[config.mk]
export PLATFORM = sky130hd
export DESIGN_NAME = iob_gpio_arb
export DESIGN_NICKNAME = d
export VERILOG_FILES = /design/src/rtl/iob_gpio_arb.sv
export SDC_FILE = /design/constraint.sdc
export NUM_CORES = 1
export LEC_CHECK = 0
export ABC_AREA = 1
export BUFFER_PORTS_ARGS = -buffer_cell sky130_fd_sc_hd__buf_2
export CORE_AREA = 2 2 137 139
export DETAILED_ROUTE_END_ITERATION = 10
export DIE_AREA = 0 0 139 141
export PLACE_DENSITY = 0.62
export SYNTH_ARGS = -nofsm -noshare
export SYNTH_HDL_FRONTEND = slang
export SYNTH_SLANG_ARGS = --single-unit
[constraint.sdc]
create_clock -name clk -period 4 [get_ports clk]
set_input_delay 0.4 -clock clk [delete_from_list [all_inputs] [get_ports clk]]
set_output_delay 0.4 -clock clk [all_outputs]
set_load 0.03 [all_outputs]
[src/rtl/iob_gpio_arb.sv]
// -----------------------------------------------------------------------------
// iob_gpio_arb
//
// Round-robin arbiter that lends one GPIO output bank to one of N_REQ
// requesting engines at a time. The owner's output/enable slice is forwarded
// to the GPIO peripheral through a registered mux. Ownership ends on an
// explicit release pulse, on the owner dropping its request, or when the
// programmable hold timeout expires. Every ownership is followed by a GAP
// cycle in which the bank is tristated before arbitration resumes.
//
// Ports:
//   clk                 system clock
//   arst_n              asynchronous reset, active-low
//   req[N_REQ]          level request per requester
//   rel[N_REQ]          release pulse per requester (owner's bit only)
//   req_out             packed per-requester output values, slice i at i*GPIO_W
//   req_oe              packed per-requester output enables, same packing
//   timeout_max         maximum hold cycles, 0 disables the timeout
//   gnt[N_REQ]          registered one-hot grant
//   owner_id            index of current owner (held after release)
//   busy                bank currently owned
//   gpio_output         to GPIO output register
//   gpio_output_enable  to GPIO output-enable register
//   timeout_evt         one-cycle pulse when ownership is revoked by timeout
// -----------------------------------------------------------------------------
module iob_gpio_arb #(
   parameter int N_REQ     = 4,
   parameter int GPIO_W    = 32,
   parameter int TIMEOUT_W = 16,
   parameter int ID_W      = 2
) (
   input  logic                    clk,
   input  logic                    arst_n,
   input  logic [N_REQ-1:0]        req,
   input  logic [N_REQ-1:0]        rel,
   input  logic [N_REQ*GPIO_W-1:0] req_out,
   input  logic [N_REQ*GPIO_W-1:0] req_oe,
   input  logic [TIMEOUT_W-1:0]    timeout_max,
   output logic [N_REQ-1:0]        gnt,
   output logic [ID_W-1:0]         owner_id,
   output logic                    busy,
   output logic [GPIO_W-1:0]       gpio_output,
   output logic [GPIO_W-1:0]       gpio_output_enable,
   output logic                    timeout_evt
);

   localparam logic [1:0] S_IDLE = 2'd0;
   localparam logic [1:0] S_OWN  = 2'd1;
   localparam logic [1:0] S_GAP  = 2'd2;

   localparam logic [ID_W:0] N_REQ_V = (ID_W+1)'(N_REQ);

   // Saturating increment: the hold counter must never wrap back into the
   // timeout compare window.
   function automatic logic [TIMEOUT_W-1:0] sat_inc(input logic [TIMEOUT_W-1:0] v);
      if (&v) begin
         return v;
      end
      return v + TIMEOUT_W'(1);
   endfunction

   // (a + b) mod N_REQ for a, b < N_REQ.
   function automatic logic [ID_W-1:0] wrap_add(input logic [ID_W-1:0] a,
                                                 input logic [ID_W-1:0] b);
      logic [ID_W:0] s;
      s = {1'b0, a} + {1'b0, b};
      if (s >= N_REQ_V) begin
         s = s - N_REQ_V;
      end
      return s[ID_W-1:0];
   endfunction

   logic [1:0]           state;
   logic [ID_W-1:0]      ptr;
   logic [TIMEOUT_W-1:0] hold_cnt;

   // Unpack the per-requester slices so the owner mux is a plain array index.
   logic [GPIO_W-1:0] out_arr [N_REQ];
   logic [GPIO_W-1:0] oe_arr  [N_REQ];

   for (genvar i = 0; i < N_REQ; i++) begin : g_unpack
      assign out_arr[i] = req_out[i*GPIO_W +: GPIO_W];
      assign oe_arr[i]  = req_oe[i*GPIO_W +: GPIO_W];
   end

   // Round-robin pick: rotate the request vector so ptr lands on bit 0, take
   // the lowest set bit, then map the offset back to an absolute index.
   logic [2*N_REQ-1:0] req_dbl;
   logic [N_REQ-1:0]   req_rot;
   logic [ID_W-1:0]    sel_off;
   logic [ID_W-1:0]    sel_idx;
   logic               sel_found;

   always_comb begin
      req_dbl = {req, req};
      req_rot = req_dbl[ptr +: N_REQ];
      sel_off = '0;
      for (int k = N_REQ - 1; k >= 0; k--) begin
         if (req_rot[k]) begin
            sel_off = ID_W'(k);
         end
      end
      sel_found = |req;
      sel_idx   = wrap_add(ptr, sel_off);
   end

   logic owner_rel;
   logic owner_req;
   logic tmo_hit;
   logic own_exit;

   always_comb begin
      owner_rel = rel[owner_id];
      owner_req = req[owner_id];
      tmo_hit   = (timeout_max != '0) && (hold_cnt == timeout_max - TIMEOUT_W'(1));
      own_exit  = owner_rel || !owner_req || tmo_hit;
   end

   always_ff @(posedge clk or negedge arst_n) begin
      if (!arst_n) begin
         state              <= S_IDLE;
         ptr                <= '0;
         hold_cnt           <= '0;
         gnt                <= '0;
         owner_id           <= '0;
         busy               <= 1'b0;
         gpio_output        <= '0;
         gpio_output_enable <= '0;
         timeout_evt        <= 1'b0;
      end else begin
         timeout_evt <= 1'b0;
         case (state)
            S_IDLE: begin
               if (sel_found) begin
                  state    <= S_OWN;
                  gnt      <= N_REQ'(1) << sel_idx;
                  owner_id <= sel_idx;
                  busy     <= 1'b1;
                  hold_cnt <= '0;
               end
            end
            S_OWN: begin
               gpio_output        <= out_arr[owner_id];
               gpio_output_enable <= oe_arr[owner_id];
               hold_cnt           <= sat_inc(hold_cnt);
               if (own_exit) begin
                  // Release (explicit or implicit) takes precedence over
                  // timeout, so the event only fires when timeout acts alone.
                  state              <= S_GAP;
                  gnt                <= '0;
                  busy               <= 1'b0;
                  gpio_output        <= '0;
                  gpio_output_enable <= '0;
                  ptr                <= wrap_add(owner_id, ID_W'(1));
                  timeout_evt        <= tmo_hit && !owner_rel && owner_req;
               end
            end
            S_GAP: begin
               state <= S_IDLE;
            end
            default: begin
               state <= S_IDLE;
            end
         endcase
      end
   end

endmodule
==> flow_summary.ini, run 1 <==
[routing]
viasPerCell = 5.09
wl_per_cell_um = 17.8
ant_nets = 0
drt_first_pass_iters = 6
drcViolationCount = 0
num_vias = 7562
wl_um = 26400
detail_route.iter0.violations = 489

[grt]
antenna_found_initial = 10
grt_pass1_wl_um = 38900
grt.total_usage_pct = 25.6
grt_pass1_vias = 6937
grt_max_degree = 71
gr-total-overflow = 0

[timing]
skew_ns = 0.0123
setup_viol = 0
layout_setup_ws_ns = 1.28
fin_crit_ns = 2.72
slew_violations = 0
tns_ns = 0
slew_headroom_pct = 39.1
worstMarginPinSlew_ns = 0.914
rsz0062_at_grt = false
clock.fmax_mhz = 367
period_share_pct = 68.1
finalHoldViolations = 0

[worst_setup_path]
reg2reg_slack_ns = 1.28
r2r-start = owner_id[0]$_DFFE_PN0P_
cp-start-kind = register
critPathRequiredTime_ns = 4.29
timing.rr.end = gpio_output[24]$_DFFE_PN0P_
r2r_cells = 10
crit_path_end = gpio_output[24]$_DFFE_PN0P_
critPathArrivalTime_ns = 3.01
worstPathMaxFanout = 64
crit_path_end_kind = register
critPathKind = reg2reg
critPathLaunch = owner_id[0]$_DFFE_PN0P_

[logic_synthesis]
synth_area_leaders = dfrtp_1 37%, nand2_1 21%, o21ai_0 9.7%, a22oi_1 5.8%, nor2_1 5.2%
yosysUniqueCellTypes = 41
synth_nets = 1204
yosys_warnings = 0
yosysSeqAreaShare_pct = 37.3
synth-edff-count = 0
synth_area_um2 = 6170
synthArstFlopShare_pct = 100
ys_ff_latch = 92
synth_top_cell_by_area = dfrtp_1
yosysTopAreaCellShare_pct = 37.3
synth.avg_cell_area_um2 = 6.71
synthCells = 919
synth_flop_cell = dfrtp_1

[final_layout]
layout-drive-gt1-share_pct = 32.5
final_util_pct = 46.0
mostFrequentLayoutCell = buf_2
syn_to_final_growth_pct = 36.1
n_fill_cell = 1973
mostFrequentLayoutCells = 352 x buf_2, 339 x nand2_1, 119 x o21ai_0
nets = 1524

[place]
post-dp-hpwl_um = 20100
pre_cts_slack_ns = 1.29
portBuffers = 353
gp_congestion = 0.924

[clocking]
cts_tree = done
post_cts_buffers = 0
cts_root_buf = clkbuf_16
cts.sinks = 92
numCtsBuffers = 9
htree_levels = 3
clk_latency_ns = 0.36
clk_pin_slew_ns = 0.07
clk_path_buf_depth = 2
post_cts_resized = 0
hold_buffers = 0

[run_status]
status = completed

[job]
drv_cap = 0

[power]
irDropWorstVdd_v = 0.000460
p_per_area_nw_per_um2 = 672
power.leakage_nw = 4.61
power_mw = 5.65

[die]
core_area_um2 = 18300
io_pins = 354
die_w_um = 139
start_util_pct = 33.8
rows = 50
die_area_um2 = 19600
die_h_um = 141

[worst_hold_path]
min_path_type = in2async
-- synth_stat cells (2+ instances only) --
master	count
nand2_1	339
nand4_1	21
o21bai_1	3
nor3_2	2
buf_6	7
nand3b_1	4
ha_1	3
clkbuf_1	35
nand2_2	4
a31oi_1	2
a21oi_1	8
nand3_1	43
xnor2_1	6
nor3_1	2
nor2_1	85
o21ai_0	119
a211oi_1	2
buf_2	3
nor2_2	6
inv_1	52
xor2_1	8
o21ai_2	2
dfrtp_1	92
clkinv_1	2
buf_1	6
a22oi_1	48
-- metal layers --
metal | up-vias | global-route usage, % | share of wire, %
met2 | 308 | 43.3 | 49
met1 | 3524 | 31.0 | 40
met5 | - | 0 | 0.072
met4 | 4 | 12.5 | 3.9
li1 | 3673 | - | -
met3 | 53 | 5.67 | 6.5
-- stage by stage --
stage	cell area (um2)	cells	hold WS [ns]
after CTS	8380	1478	0.212
final	8400	1485	0.184
after detailed placement	8050	1462	0.460
after global placement	8050	1462	0.458
after floorplan	6170	919	0.104
after global routing	8390	1484	0.265
-- worst max-delay path, stage by stage, from the launching register on --
cell	delay [ns]
dfrtp_2	0.61
inv_2	0.12
buf_4	0.51
nor2_4	0.04
o21ai_0	0.09
nand3_1	0.12
inv_1	0.11
nand2_4	0.08
nor2_8	0.63
nand2_1	0.15
nand2_1	0.10
-- power breakdown --
| part | total (mW) | internal [mW] | switching [mW] | leakage (nW) |
|---|---|---|---|---|
| Combinational | 3.21 | 0.936 | 2.27 | 3.23 |
| Sequential | 1.48 | 1.22 | 0.254 | 1.22 |
| Clock | 0.957 | 0.553 | 0.404 | 0.156 |
| Total | 5.65 | 2.71 | 2.93 | 4.61 |
-- registers in the layout (all words and copies together) (netlist names) --
signal,count
owner_id,2
gpio_output_enable,32
ptr,2
gnt,4
gpio_output,32
hold_cnt,16
timeout_evt,1
busy,1
state,2
-- worst min-delay path by stage --
stage / slack, ns / startpoint / end / cells after the start
6_report: 0.18 / arst_n / gpio_output_enable[26]$_DFFE_PN0P_ / 1
5_1_grt: 0.27 / arst_n / gpio_output_enable[26]$_DFFE_PN0P_ / 1
4_1_cts: 0.21 / arst_n / gpio_output_enable[26]$_DFFE_PN0P_ / 1
3_5_place_dp: 0.46 / gpio_output_enable[24]$_DFFE_PN0P_ / gpio_output_enable[24]$_DFFE_PN0P_ / 2
3_3_place_gp: 0.46 / gpio_output_enable[27]$_DFFE_PN0P_ / gpio_output_enable[27]$_DFFE_PN0P_ / 2
2_1_floorplan: 0.10 / arst_n / busy$_DFFE_PN0P_ / 0
-- logic make-up (layout without fill, tap and decap cells) --
logic type,count (synthesis),after routing,synth area share (%)
AO/OA/AOI/OAI,191,191,18.1
adder cells (fa/ha/maj),3,3,0.609
buffers and inverters,106,431,7.36
XOR/XNOR,14,14,1.99
other,0,7,0
AND/OR/NAND/NOR,513,513,34.6
flip-flops,92,92,37.3
-- layout make-up --
cell class,count,area [um2],share of cell area [%]
multi-input combinational,721,3430,40.8
sequential,92,2300,27.5
timing repair buffer,360,1820,21.7
tap,234,293,3.49
clock buffer,9,225,2.68
inverter,55,206,2.46
clock inverter,7,98.8,1.18
antenna,7,17.5,0.209
Note: power is estimated with default switching activity, not from simulation.
==> inputs of run 2 (changes only) <==
- CORE_AREA: 2 2 137 139 -> 2 2 139 141
- DIE_AREA: 0 0 139 141 -> 0 0 141 143
- PLACE_DENSITY: 0.62 -> 0.6
- clock period: 4 -> 2.8 ns (I/O delays scaled with it)
==> flow_summary.ini, run 2 (synthesis gave the netlist of run 1 again) <==
[timing]
slew_headroom_pct = 39.0
skew_ns = 0.0109
layout_setup_ws_ns = 0.527
rsz0062_at_grt = false
holdWs_ns = 0.0327
tns_ns = 0
clock.fmax_mhz = 440
period_share_pct = 81.2
worstMarginPinSlew_ns = 0.915
fin_crit_ns = 2.27
slew_violations = 0
finalHoldViolations = 0
setup_viol = 0

[place]
portBuffers = 353
place_area_um2 = 8100
post-dp-hpwl_um = 21800
gp_congestion = 0.882
pre_cts_slack_ns = 0.277
dp_cells = 1467

[die]
die_area_um2 = 20200
io_pins = 354
start_util_pct = 33.2
rows = 50
die_h_um = 143
core_area_um2 = 18600
die_w_um = 141

[final_layout]
reg_top3 = gpio_output (32), gpio_output_enable (32), hold_cnt (16)
mostFrequentLayoutCell = buf_2
layout-drive-gt1-share_pct = 32.6
n_fill_cell = 1989
fin_area_um2 = 8410
nets = 1529
fin_cells = 1490
final_util_pct = 45.3
mostFrequentLayoutCells = 352 x buf_2, 339 x nand2_1, 119 x o21ai_0
syn_to_final_growth_pct = 36.4

[routing]
num_vias = 7523
wl_um = 28100
ant_nets = 0
wl_met1_um = 12400
wl_per_cell_um = 18.8
drcViolationCount = 0
detail_route.iter0.violations = 644
dr_wl_met2_um = 12200
routed-wl-met3_um = 3150
top_layer_used = met5
drt_first_pass_iters = 5
viasPerCell = 5.05

[run_status]
status = completed

[worst_setup_path]
critPathRequiredTime_ns = 3.09
critPathKind = reg2reg
worst-path-stages = 9
r2r_cells = 9
slowest_delay_ns = 0.66
critPathArrivalTime_ns = 2.56
worstPathMaxFanout = 64
crit_path_end_kind = register
cpLargestDelayFamily = simple AND/OR/NAND/NOR gates
crit_buf_inv = 2
cp_slowest_cell = nor2_8
worstPathCellList = buf_4 > nor2_4 > o21ai_0 > nand3_1 > inv_1 > nand2_4 > nor2_8 > nand2_1 > nand2_1
cpMostUsedCell = nand2_1
cp-start-kind = register

[clocking]
clk_pin_slew_ns = 0.07
post_cts_resized = 0
clk_latency_ns = 0.36
htree_levels = 3
post_cts_buffers = 0
numCtsBuffers = 9
hold_buffers = 0
cts.sinks = 92
clk_path_buf_depth = 2
cts_tree = done
cts_root_buf = clkbuf_16

[grt]
grt_pass1_vias = 6829
grt_max_degree = 66
grt_pass1_wl_um = 40200
antenna_found_initial = 18
gr-total-overflow = 0
grt.total_usage_pct = 26.7

[power]
power_mw = 8.11
p_per_area_nw_per_um2 = 964
power.leakage_nw = 4.63
irDropWorstVdd_v = 0.000598

[job]
drv_cap = 0

[worst_hold_path]
min_path_type = in2async
[run 2: cell type report]
class                   instances  area (um2)  area share [%]
inverters                      55         206            2.45
flip-flops and latches         92        2300            27.4
clock buffers                  10         229            2.72
clock inverters                 6        65.1           0.773
repair buffers                365        1870            22.2
well taps                     234         293            3.48
diodes                          7        17.5           0.208
multi-input cells             721        3430            40.7
[run 2: per-layer routing]
metal,up-vias,track usage [%]
li1,3686,-
met1,3452,37.9
met2,340,39.2
met3,29,10.7
met4,16,3.53
met5,-,0
[run 2: worst paths after layout]
check / to / slack, ns / startpoint
min in group clk: gpio_output[1]$_DFFE_PN0P_ / 0.24 / req_out[65]
hold reg to reg: busy$_DFFE_PN0P_ / 0.47 / busy$_DFFE_PN0P_
max in group asynchronous: gpio_output_enable[1]$_DFFE_PN0P_ / 2.08 / arst_n
setup reg to reg: gpio_output[30]$_DFFE_PN0P_ / 0.53 / owner_id[0]$_DFFE_PN0P_
hold / removal: gpio_output_enable[25]$_DFFE_PN0P_ / 0.03 / arst_n
setup / recovery: gpio_output[30]$_DFFE_PN0P_ / 0.53 / owner_id[0]$_DFFE_PN0P_
[run 2: report_power, final]
group          internal [mW]  leakage (nW)  switching [mW]  total, mW
registers               1.75          1.22           0.357       2.11
logic                   1.38          3.26            3.37       4.75
clock network          0.694         0.142           0.563       1.26
total                   3.82          4.63            4.29       8.11
